[src/rtl/alu_arbiter.sv]
// Two-requester arbiter sharing one external ALU through an IDLE/ISSUE/WAIT/DONE sequence.
// Define ALU_ARBITER_RR_EN for round-robin arbitration; the default build uses fixed priority (requester 0 wins).
module alu_arbiter #(
   parameter int unsigned MUL_LAT = 2
) (
   input  logic        clk,
   input  logic        rst_n,
   input  logic        req0,
   input  logic        req1,
   input  logic [2:0]  op0,
   input  logic [2:0]  op1,
   input  logic [15:0] a0,
   input  logic [15:0] b0,
   input  logic [15:0] a1,
   input  logic [15:0] b1,
   output logic        gnt0,
   output logic        gnt1,
   output logic        done0,
   output logic        done1,
   output logic [15:0] result,
   output logic        z_out,
   output logic [15:0] alu_a,
   output logic [15:0] alu_b,
   output logic [2:0]  alu_sel,
   input  logic [15:0] alu_out,
   input  logic        alu_z,
   output logic        busy
);

   typedef enum logic [1:0] {IDLE, ISSUE, WAIT, DONE} state_t;

   localparam logic [2:0] OP_ADD  = 3'b000;
   localparam logic [2:0] OP_SUB  = 3'b001;
   localparam logic [2:0] OP_MUL  = 3'b010;
   localparam logic [2:0] OP_ZERO = 3'b101;
   localparam logic [3:0] MUL_CNT = 4'(MUL_LAT);

   state_t      state;
   logic [3:0]  cnt;
   logic        owner;
   logic [2:0]  op_q;
   logic        win;
   logic [2:0]  win_op;
   logic [15:0] win_a;
   logic [15:0] win_b;

`ifdef ALU_ARBITER_RR_EN
   // favour names the requester that wins a tie; it points away from the last grant.
   logic favour;

   always_comb begin
      win = 1'b0;
      if (req0 && req1) win = favour;
      else              win = req1;
   end
`else
   always_comb begin
      win = !req0;
   end
`endif

   assign win_op = win ? op1 : op0;
   assign win_a  = win ? a1  : a0;
   assign win_b  = win ? b1  : b0;

   // NOTE: all state, including the result register and the ALU drive, is reset
   // asynchronously and updated only with non-blocking assignments.
   always_ff @(posedge clk or negedge rst_n) begin
      if (!rst_n) begin
         state   <= IDLE;
         cnt     <= '0;
         owner   <= 1'b0;
         op_q    <= '0;
         gnt0    <= 1'b0;
         gnt1    <= 1'b0;
         done0   <= 1'b0;
         done1   <= 1'b0;
         result  <= '0;
         z_out   <= 1'b0;
         alu_a   <= '0;
         alu_b   <= '0;
         alu_sel <= '0;
         busy    <= 1'b0;
`ifdef ALU_ARBITER_RR_EN
         favour  <= 1'b0;
`endif
      end else begin
         gnt0  <= 1'b0;
         gnt1  <= 1'b0;
         done0 <= 1'b0;
         done1 <= 1'b0;
         case (state)
            IDLE: begin
               if (req0 || req1) begin
                  gnt0    <= !win;
                  gnt1    <= win;
                  owner   <= win;
                  op_q    <= win_op;
                  // Reserved codes 110/111 never reach the ALU.
                  alu_sel <= (win_op > OP_ZERO) ? OP_ZERO : win_op;
                  alu_a   <= win_a;
                  alu_b   <= win_b;
                  busy    <= 1'b1;
                  state   <= ISSUE;
`ifdef ALU_ARBITER_RR_EN
                  favour  <= !win;
`endif
               end
            end
            ISSUE: begin
               cnt   <= (op_q == OP_MUL) ? MUL_CNT : 4'd0;
               state <= WAIT;
            end
            WAIT: begin
               if (cnt == 4'd0) state <= DONE;
               else             cnt   <= cnt - 4'd1;
            end
            DONE: begin
               result <= (op_q > OP_ZERO) ? 16'd0 : alu_out;
               z_out  <= (op_q == OP_ADD || op_q == OP_SUB) ? alu_z : 1'b0;
               done0  <= !owner;
               done1  <= owner;
               busy   <= 1'b0;
               state  <= IDLE;
            end
            default: state <= IDLE;
         endcase
      end
   end

endmodule

[config.mk]
export PLATFORM = sky130hd
export DESIGN_NAME = alu_arbiter
export DESIGN_NICKNAME = d
export VERILOG_FILES = /design/src/rtl/alu_arbiter.sv
export SDC_FILE = /design/constraint.sdc
export NUM_CORES = 1
export LEC_CHECK = 0
export ABC_CLOCK_PERIOD_IN_PS = 2700
export CAP_MARGIN = 20
export CORE_MARGIN = 1
export CORE_UTILIZATION = 44
export CTS_CLUSTER_DIAMETER = 30
export DETAILED_ROUTE_END_ITERATION = 16
export HOLD_SLACK_MARGIN = 0.1
export MAX_ROUTING_LAYER = met4
export PLACE_DENSITY_LB_ADDON = 0.08
export SYNTH_ARGS = -nofsm -noshare
export SYNTH_HDL_FRONTEND = slang
export SYNTH_SLANG_ARGS = --single-unit
export TNS_END_PERCENT = 20
[constraint.sdc]
create_clock -name clk -period 2.7 [get_ports clk]
set_input_delay 0.405 -clock clk [delete_from_list [all_inputs] [get_ports clk]]
set_output_delay 0.405 -clock clk [all_outputs]
set_load 0.01 [all_outputs]
# Yosys cells after proc, flatten, opt, wreduce, memory -nomap -nowiden

Index checks and enable logic that the tools add are counted.

Add/subtract/negate cells: 1
Magnitude comparators: 2
Eq/ne operators: 8
Muxes and demuxes: 20
Reduce and logical (&&, ||, !) cells: 13

Operator list:

| operator              | count |
|---|---|
| $mux W16              | 3 |
| $mux W1               | 8 |
| $pmux W2 S4           | 1 |
| $pmux W4 S2           | 1 |
| $reduce_and A2 Y1     | 4 |
| $gt A3 B3 Y1 const B  | 2 |
| $mux W2               | 3 |
| $mux W3               | 2 |
| $ne A2 B2 Y1 const B  | 3 |
| $eq A2 B2 Y1 const B  | 2 |
| $logic_not A4 Y1      | 1 |
| $mux W4               | 1 |
| $reduce_bool A2 Y1    | 2 |
| $sub A4 B1 Y4 const B | 1 |
| $eq A3 B1 Y1 const B  | 1 |
| $eq A3 B2 Y1 const B  | 1 |
| $logic_not A3 Y1      | 1 |
| $eq A2 B1 Y1 const B  | 1 |
| $logic_not A1 Y1      | 2 |
| $logic_not A2 Y1      | 1 |
| $logic_or A1 B1 Y1    | 2 |
| $pmux W1 S2           | 1 |

Flip-flop bits (word level): 67
Input port bits: 91
Output and inout bits: 57
Logic and storage cells: 58

# Longest topological paths before layout

Gate-level depths: netlist of run 1.

Word-level depth: 3
Gate-level depth with buffers: 7
Mapped depth without buffers: 5

# Least setup slack after synthesis of run 1

Ideal clock, no wire load.

Path kind: register -> register
Start: register cnt[1]
End: register state[1]
Library setup time: 0.125 ns
Arrival: 1.486 ns
Required time: 2.575 ns
Slack: 1.089 ns
Cell stages (with the launch flop): 6
Buffers on the path: 0
Path through: dfrtp_1 inv_1 ha_1 or3b_4 a22oi_2 mux2_2

Longest elaborated chain between the ends: 3

RTL lines:

| what                               | line | text |
|---|---|---|
| from (decl)                        | 39   | `logic [3:0] cnt;` |
| from (signal assigned)             | 111  | `cnt <= (op_q == OP_MUL) ? MUL_CNT : 4'd0;` |
| from (signal assigned)             | 116  | `else cnt <= cnt - 4'd1;` |
| $logic_not A4 Y1                   | 115  | `if (cnt == 4'd0) state <= DONE;` |
| $ne A2 B2 Y1 (no source line)      | -    |  |
| $reduce_and A2 Y1 (no source line) | -    |  |
| to (signal assigned)               | 112  | `state <= WAIT;` |
| to (signal assigned)               | 115  |  |
| to (signal assigned)               | 124  | `state <= IDLE;` |
| to (decl)                          | 38   | `state_t state;` |

Every way passes these cells.
A chain may end at the register's enable or synchronous reset.

# Final worst setup path of run 1

Same ends and word-level chain as after synthesis.

==> impl_metrics.toml, run 1 <==
[pwr]
power_leakage_nw = 2.18
powerDensity_mw_per_mm2 = 1030
ir_drop_mv = 0.750

[critical_path]
path_cells = "inv_1 -> ha_1 -> or3b_4 -> a22oi_2 -> mux2_2"
path_max_fanout = 4
cp.arrival_ns = 1.97
r2r_setup_slack_ns = 0.94
max_stage_delay_ns = 0.42
slowest_stage = "or3b_4"
cp.required_ns = 2.92
critPathKind = "reg -> reg"
end_kind = "flip-flop"
crit_family = "simple AND/OR/NAND/NOR gates"
crit_path_start_kind = "flip-flop"
path_buf_inv = 1

[logic_synthesis]
avgSynthCellArea_sq_um = 10.2
yosys.area.top_type = "dfrtp_1"
synth-seq-cells = 67
synth.cell_area_sq_mm = 0.00305
ys_top_cells_by_area = "dfrtp_1, mux2i_1, o21ai_0, nand2_1, inv_1"
yosysWarningCount = 0
synthTopCellsByCount = "dfrtp_1, nand2_1, o21ai_0, mux2i_1, inv_1"
synth_fp_nets = 396
ys_seq_area_share_pct = 55.1
synth_flop_cell = "dfrtp_1"
synth_edf_count = 0
synth_top_area_share_pct = 55.1
synth.distinct_cells = 35
async_flop_share_pct = 100
post-synth-top-count-cell = "dfrtp_1"
synthCells = 299

[grt]
grt_overflow = 0
grt_pass1_vias = 2642
grt_pass1_wl_mm = 12.5
grt_max_degree = 73
track_usage_pct = 22.7
antenna_found_initial = 0

[routing]
drtAntennaViolNets = 0
drcViolationCount = 0
vias = 2635
via_per_inst = 5.01
finalWirelength_mm = 7.58
first_iter_violations = 109
drt-pass1-iter-count = 6
wl_per_cell_um = 14.4

[flow_run]
max_cap_viol_count = 0

[cts]
path_clk_slew_ns = 0.08
cts.hold.buffers_added = 0
postCtsSetupBuffers = 0
cts_sinks = 67
cts_tree = "yes"
cts_resized = 0
cts_buffers = 9
clockBufferDepth = 2
insertion_delay_ns = 0.33
h-tree-depth = 3
cts-root-buf = "clkbuf_8"

[timing]
fin_ws_ns = 0.944
final-hold-violation-count = 0
finClkSkew_ns = 0.0107
tightest_slew_ns = 0.779
fin_crit_sh_pct = 65.0
period_needed_ns = 1.76
fmax_mhz = 570
finalMaxSlewViolations = 0
setup_viol = 0
max_slew_margin_pct = 48.1
rsz0062_at_grt = "no"
fin_tns_setup_ns = 0

[floorplan]
die_height_um = 85.2
die_x_um = 85.2
die_area_sq_mm = 0.00726
start_util_pct = 46.6
io_pins = 148
coreArea_sq_mm = 0.00653
rows = 29

[finish]
finalNetCount = 541
fill_cells = 488
area_delta_synth_final_pct = 58.5
antenna_cells = 0
drive_gt1_share_pct = 6.24

[placed_design]
place_ws_ns = 0.858
routabilityCongestion = 0.759
portBuffers = 147
dp_hpwl_mm = 5.58

[hold_path]
hold_class = "in -> async"

[outcome]
status = "finished clean"
[power breakdown]
group          switching, W  internal, W
clock network      0.000380     0.000545
registers          0.000279      0.00148
logic               0.00105      0.00122
[through the flow]
stage / hold WS (ns) / std cells / power (W) / util, % / instance area, sq um
floorplan: 0.109 / 299 / 0.00283 / - / 3050
global placement: 0.441 / 510 / 0.00396 / 70.4 / 4600
detailed placement: 0.443 / 510 / 0.00406 / 70.4 / 4600
CTS: 0.159 / 526 / 0.00501 / 73.9 / 4830
global route: 0.197 / 526 / 0.00531 / 73.9 / 4830
finish: 0.142 / 526 / 0.00495 / 73.9 / 4830
[path summary, 6_finish.rpt]
kind	start	depth (start not counted)	to
max	cnt[1]$_DFFE_PN0P_	5	state[1]$_DFFE_PN0P_
min	rst_n	1	result[5]$_DFFE_PN0P_
max reg2reg	cnt[1]$_DFFE_PN0P_	5	state[1]$_DFFE_PN0P_
min reg2reg	owner$_DFFE_PN0P_	1	done0$_DFF_PN0_
max in group asynchronous	rst_n	2	alu_sel[2]$_DFFE_PN0P_
min in group clk	req0	2	gnt1$_DFF_PN0_
[logic make-up after synthesis]
logic type | synth area share (%)
multiplexers | 12.2
AND/OR/NAND/NOR | 10.8
adder cells (fa/ha/maj) | 2.47
buffers and inverters | 5.63
flip-flops | 55.1
AO/OA/AOI/OAI | 13.8
[area by class of cell]
class                           instances  area [sq um]  share of cell area, %
Multi-Input combinational cell        190          1200                   25.0
Sequential cell                        67          1680                   34.7
Tap cell                               77          96.3                   2.00
Timing Repair Buffer                  151          1530                   31.7
Clock inverter                          6          88.8                   1.84
Clock buffer                           10           138                   2.85
Inverter                               25          93.8                   1.94
[worst register-to-register path: stages, from the launching register on]
cell	delay (ns)
dfrtp_1	0.40
inv_1	0.10
ha_1	0.18
or3b_4	0.42
a22oi_2	0.18
mux2_2	0.35
[cell usage in the layout (no fill, tap or decap), types with 2 or more instances in the layout]
cell type	count
nand2_1	56
a21o_1	2
ha_1	6
dfrtp_1	67
bufinv_16	2
a21oi_1	5
clkdlybuf4s50_1	145
and2_1	2
buf_2	2
clkbuf_8	10
buf_12	3
nor3b_1	2
mux2i_1	36
nor2_1	5
o21ai_0	54
clkinvlp_4	2
inv_1	25
[routing by layer]
metal / share of wire, % / track usage (%) / wire length, um
met5: 0 / - / 0
met4: 0.59 / 6.32 / 45
met3: 6.6 / 5.45 / 502
met2: 50 / 38.0 / 3800
met1: 43 / 27.5 / 3230
[state kept, by name (all words and copies together), names as in the netlist]
signal and flops:
alu_a 16, done0 1, state 2, cnt 4
alu_sel 3, owner 1, alu_b 16, z_out 1
busy 1, op_q 3, gnt1 1, result 16
gnt0 1, done1 1
No activity file was read; power rests on OpenSTA's default activity.
==> inputs of run 2 (changes only) <==
ABC_CLOCK_PERIOD_IN_PS = 1540   (was 2700)
CORE_UTILIZATION = 37   (was 44)
clock period = 1.54 ns   (was 2.7 ns; I/O delays follow)
==> impl_metrics.toml, run 2 (synthesis results as in run 1) <==
[critical_path]
r2r_end = "state[1]$_DFFE_PN0P_"
crit_path_start_kind = "flip-flop"
r2r_setup_slack_ns = -0.09
path_max_fanout = 4
end_kind = "flip-flop"
reg2reg_depth = 5
cp.arrival_ns = 1.85
cp.required_ns = 1.77
critPathKind = "reg -> reg"
worstReg2RegStart = "cnt[1]$_DFFE_PN0P_"

[hold_path]
min_to = "gnt1$_DFF_PN0_"
min-delay-start = "req0"
hold_class = "in -> reg"
whs_path_depth = 2

[finish]
multi_input_area_sq_mm = 0.00126
drive_gt1_share_pct = 12.1
antenna_cells = 0
fill_cells = 682
final_util_pct = 64.7
mostFrequentLayoutCell = "clkdlybuf4s50_1"
final_cell_mix = "clkdlybuf4s50_1, dfrtp_1, nand2_1"
final_area_sq_mm = 0.00508
seq_area_sq_mm = 0.00168
top_regs = "alu_a x16, alu_b x16, result x16"
finalNetCount = 562
area_delta_synth_final_pct = 66.7

[timing]
rsz0062_at_grt = "yes"
setup_viol = 1
tightest_slew_ns = 0.440
max_slew_margin_pct = 70.6
fin_ws_ns = -0.0878
fmax_mhz = 614
finClkSkew_ns = 0.00899
fin_crit_sh_pct = 106
final-hold-violation-count = 0
finalMaxSlewViolations = 0
period_needed_ns = 1.63

[cts]
cts-root-buf = "clkbuf_8"
cts_tree = "yes"
insertion_delay_ns = 0.34
h-tree-depth = 3
cts_buffers = 9
path_clk_slew_ns = 0.07
cts_sinks = 67
clockBufferDepth = 2

[placed_design]
placed_area_sq_mm = 0.00474
routabilityCongestion = 0.792
portBuffers = 147
dp_hpwl_mm = 5.54

[floorplan]
die_height_um = 92.7
start_util_pct = 38.8
coreArea_sq_mm = 0.00785
die_area_sq_mm = 0.00860
die_x_um = 92.7
io_pins = 148
rows = 32

[pwr]
ir_drop_mv = 1.00
powerDensity_mw_per_mm2 = 1810
power_leakage_nw = 2.30

[outcome]
violations = "setup timing"
status = "finished, violations left"

[routing]
via_per_inst = 4.63
wl_per_cell_um = 13.2
finalWirelength_mm = 7.54
drt-pass1-iter-count = 4
drcViolationCount = 0
vias = 2651
drtAntennaViolNets = 0
first_iter_violations = 42

[grt]
antenna_found_initial = 0
grt_overflow = 0
grt_max_degree = 68
track_usage_pct = 19.0
grt_pass1_vias = 2633
grt_pass1_wl_mm = 12.2

[flow_run]
max_cap_viol_count = 0
## run 2: changes by cell type in the layout (fill, tap and decap cells not counted), moves of 2 or more
cell	change
clkdlybuf4s50_1	-2
ha_2	+2
buf_4	+20
inv_2	+3
ha_1	-3
inv_1	-3
## run 2: through the flow
| stage | setup TNS, ns | cells | hold slack [ns] | power, W | setup WS, ns |
|---|---|---|---|---|---|
| after floorplan | -0.0939 | 299 | -0.0646 | 0.00495 | -0.0707 |
| after global placement | -0.0563 | 549 | 0.281 | 0.00720 | -0.0563 |
| after detailed placement | -0.125 | 549 | 0.281 | 0.00732 | -0.105 |
| after CTS | -0.138 | 570 | 0.219 | 0.00914 | -0.0923 |
| after global routing | -0.158 | 572 | 0.289 | 0.00986 | -0.110 |
| final | -0.0878 | 572 | 0.244 | 0.00917 | -0.0878 |
## run 2: what timing repair did
| item | CTS | global route |
|---|---|---|
| hold buffers | 1 | 0 |
| setup buffers | 4 | 3 |
| pin swaps | 1 | 2 |
| hold endpoints to repair | 67 | 0 |
| resized for setup | 4 | 12 |
| setup endpoints to repair | 3 | 41 |
## run 2: cell type report
| cell class | count | share of cell area (%) |
|---|---|---|
| repair buffers | 172 | 33.3 |
| clock inverters | 4 | 1.43 |
| multi-input cells | 190 | 24.8 |
| flip-flops and latches | 67 | 33.0 |
| clock buffers | 12 | 3.06 |
| well taps | 102 | 2.51 |
| inverters | 25 | 1.85 |
## run 2: power by group
| part | total [W] | internal, W | switching, W | leakage (nW) |
|---|---|---|---|---|
| logic | 0.00442 | 0.00248 | 0.00194 | 1.36 |
| registers | 0.00309 | 0.00260 | 0.000487 | 0.831 |
| clock network | 0.00165 | 0.000998 | 0.000654 | 0.113 |
| total | 0.00917 | 0.00609 | 0.00308 | 2.30 |
## run 2: layer usage
layer | GRT usage (%) | part of all wire, % | vias up
li1 | - | - | 1336
met1 | 22.5 | 43 | 1228
met2 | 30.9 | 49 | 79
met3 | 4.19 | 6.0 | 8
met4 | 8.85 | 1.5 | 0
met5 | - | 0 | -
## run 2: worst max-delay path by stage
stage,startpoint,end,slack [ns],cells after the start
final,cnt[1]$_DFFE_PN0P_,state[1]$_DFFE_PN0P_,-0.09,5
after global routing,cnt[1]$_DFFE_PN0P_,state[1]$_DFFE_PN0P_,-0.11,5
after CTS,cnt[0]$_DFFE_PN0P_,state[1]$_DFFE_PN0P_,-0.09,5
after detailed placement,cnt[0]$_DFFE_PN0P_,state[1]$_DFFE_PN0P_,-0.10,5
after global placement,cnt[0]$_DFFE_PN0P_,state[1]$_DFFE_PN0P_,-0.06,5
after floorplan,cnt[1]$_DFFE_PN0P_,state[1]$_DFFE_PN0P_,-0.07,5
## run 2: critical path, stage by stage (launching register included)
cell and delay [ns]:
dfrtp_1 0.39, inv_2 0.08, ha_4 0.13, or3b_4 0.40
a22oi_2 0.18, mux2_4 0.32
==> inputs of run 3 (changes only) <==
CELL_PAD_IN_SITES_DETAIL_PLACEMENT = 1   (was unset)
CELL_PAD_IN_SITES_GLOBAL_PLACEMENT = 1   (was unset)
CORE_UTILIZATION = 27   (was 37)
SKIP_CTS_REPAIR_TIMING = 1   (was unset)
==> impl_metrics.toml, run 3 (synthesis results as in run 1) <==
[timing]
period_needed_ns = 1.62
max_slew_margin_pct = 71.2
final-hold-violation-count = 0
fin_crit_sh_pct = 105
fin_ws_ns = -0.0811
setup_viol = 2
fmax_mhz = 617
hold_ws_ns = 0.292
finalMaxSlewViolations = 0
rsz0062_at_grt = "yes"
finClkSkew_ns = 0.00448
tightest_slew_ns = 0.431

[critical_path]
crit_path_start_kind = "flip-flop"
reg2reg_depth = 5
critPathKind = "reg -> reg"
cp.arrival_ns = 1.83
end_kind = "flip-flop"
cp.required_ns = 1.75
path_max_fanout = 2

[pwr]
ir_drop_mv = 0.929
p_seq_share_pct = 31.0
p_clk_share_pct = 24.0
p_sw_share_pct = 32.7
power_leakage_nw = 2.35
powerDensity_mw_per_mm2 = 1900
power.switching_w = 0.00324
combPwrFrac_pct = 44.9
internal_power_w = 0.00669

[floorplan]
die_height_um = 108
die_x_um = 108
io_pins = 148
start_util_pct = 27.8
rows = 38
die_area_sq_mm = 0.0117
coreArea_sq_mm = 0.0109

[finish]
finalNetCount = 563
fill_cells = 1235
antenna_cells = 0
top_regs = "alu_a x16, alu_b x16, result x16"
drive_gt1_share_pct = 11.7
final_cell_mix = "clkdlybuf4s50_1, dfrtp_1, nand2_1"
multi_input_area_sq_mm = 0.00125
area_delta_synth_final_pct = 72.1
final_util_pct = 47.9
seq_area_sq_mm = 0.00168
mostFrequentLayoutCell = "clkdlybuf4s50_1"

[cts]
path_clk_slew_ns = 0.05
h-tree-depth = 3
clockBufferDepth = 2
cts_sinks = 67
cts_tree = "yes"
insertion_delay_ns = 0.33
cts_buffers = 9
cts-root-buf = "clkbuf_16"

[placed_design]
routabilityCongestion = 0.796
dp_hpwl_mm = 6.72
portBuffers = 147

[routing]
wl_per_cell_um = 14.5
drt-pass1-iter-count = 4
drtAntennaViolNets = 0
vias = 2713
finalWirelength_mm = 8.83
drcViolationCount = 0
via_per_inst = 4.44
first_iter_violations = 27

[grt]
grt_max_degree = 55
track_usage_pct = 15.9
grt_overflow = 0
grt_pass1_vias = 2832
antenna_found_initial = 0
grt_pass1_wl_mm = 13.9

[outcome]
status = "finished, violations left"
violations = "setup timing"

[hold_path]
hold_class = "in -> reg"
whs_path_depth = 2

[flow_run]
max_cap_viol_count = 0
run 3: cell count changes in the layout (fill, tap and decap cells not counted), moves of 2 or more:
cell / change
clkbuf_8: -10
clkinv_4: +2
clkdlybuf4s50_1: +2
buf_4: +2
clkbuf_16: +9
ha_2: -2
run 3: worst max-delay path, cell delays in order, from the launching register on:
cell	delay, ns
dfrtp_1	0.39
inv_2	0.09
ha_4	0.13
or3b_4	0.38
a22oi_2	0.21
mux2_4	0.31
run 3: stage by stage:
step	power (W)	cells	TNS, ns	instance area, sq um	setup slack, ns
after detailed placement	0.00748	594	-1.18	4830	-0.103
after CTS	0.00994	610	-0.765	5180	-0.123
after global placement	0.00732	594	-0.104	4830	-0.0390
final	0.00994	611	-0.121	5240	-0.0811
after floorplan	0.00495	299	-0.0939	3050	-0.0707
after global routing	0.0107	611	-0.346	5240	-0.118
run 3: final timing paths:
kind	from	to	slack, ns
min in group asynchronous	rst_n	alu_a[13]$_DFFE_PN0P_	0.39
max	cnt[0]$_DFFE_PN0P_	state[1]$_DFFE_PN0P_	-0.08
min	req0	gnt1$_DFF_PN0_	0.29
min reg2reg	owner$_DFFE_PN0P_	done0$_DFF_PN0_	0.45
max reg2reg	cnt[0]$_DFFE_PN0P_	state[1]$_DFFE_PN0P_	-0.08
max in group asynchronous	rst_n	alu_a[10]$_DFFE_PN0P_	0.65
run 3: layer usage:
layer | track usage, % | vias up | part of all wire [%]
met5 | - | - | 0
met1 | 18.6 | 1289 | 42
met2 | 26.7 | 76 | 50
li1 | - | 1341 | -
met3 | 4.82 | 7 | 6.6
met4 | 4.11 | 0 | 0.98
run 3: power groups by stage:
stage	clock network (W)	logic, W	registers (W)
global route	0.00254	0.00496	0.00320
CTS	0.00246	0.00440	0.00308
global placement	0	0.00426	0.00306
detailed placement	0	0.00438	0.00310
floorplan	0	0.00155	0.00340
finish	0.00239	0.00446	0.00308
run 3: cell type report:
cell class / count / area share (%)
clock buffers: 10 / 4.56
clock inverters: 6 / 2.15
inverters: 25 / 1.79
multi-input cells: 190 / 23.9
flip-flops and latches: 67 / 32.0
well taps: 140 / 3.34
repair buffers: 173 / 32.3
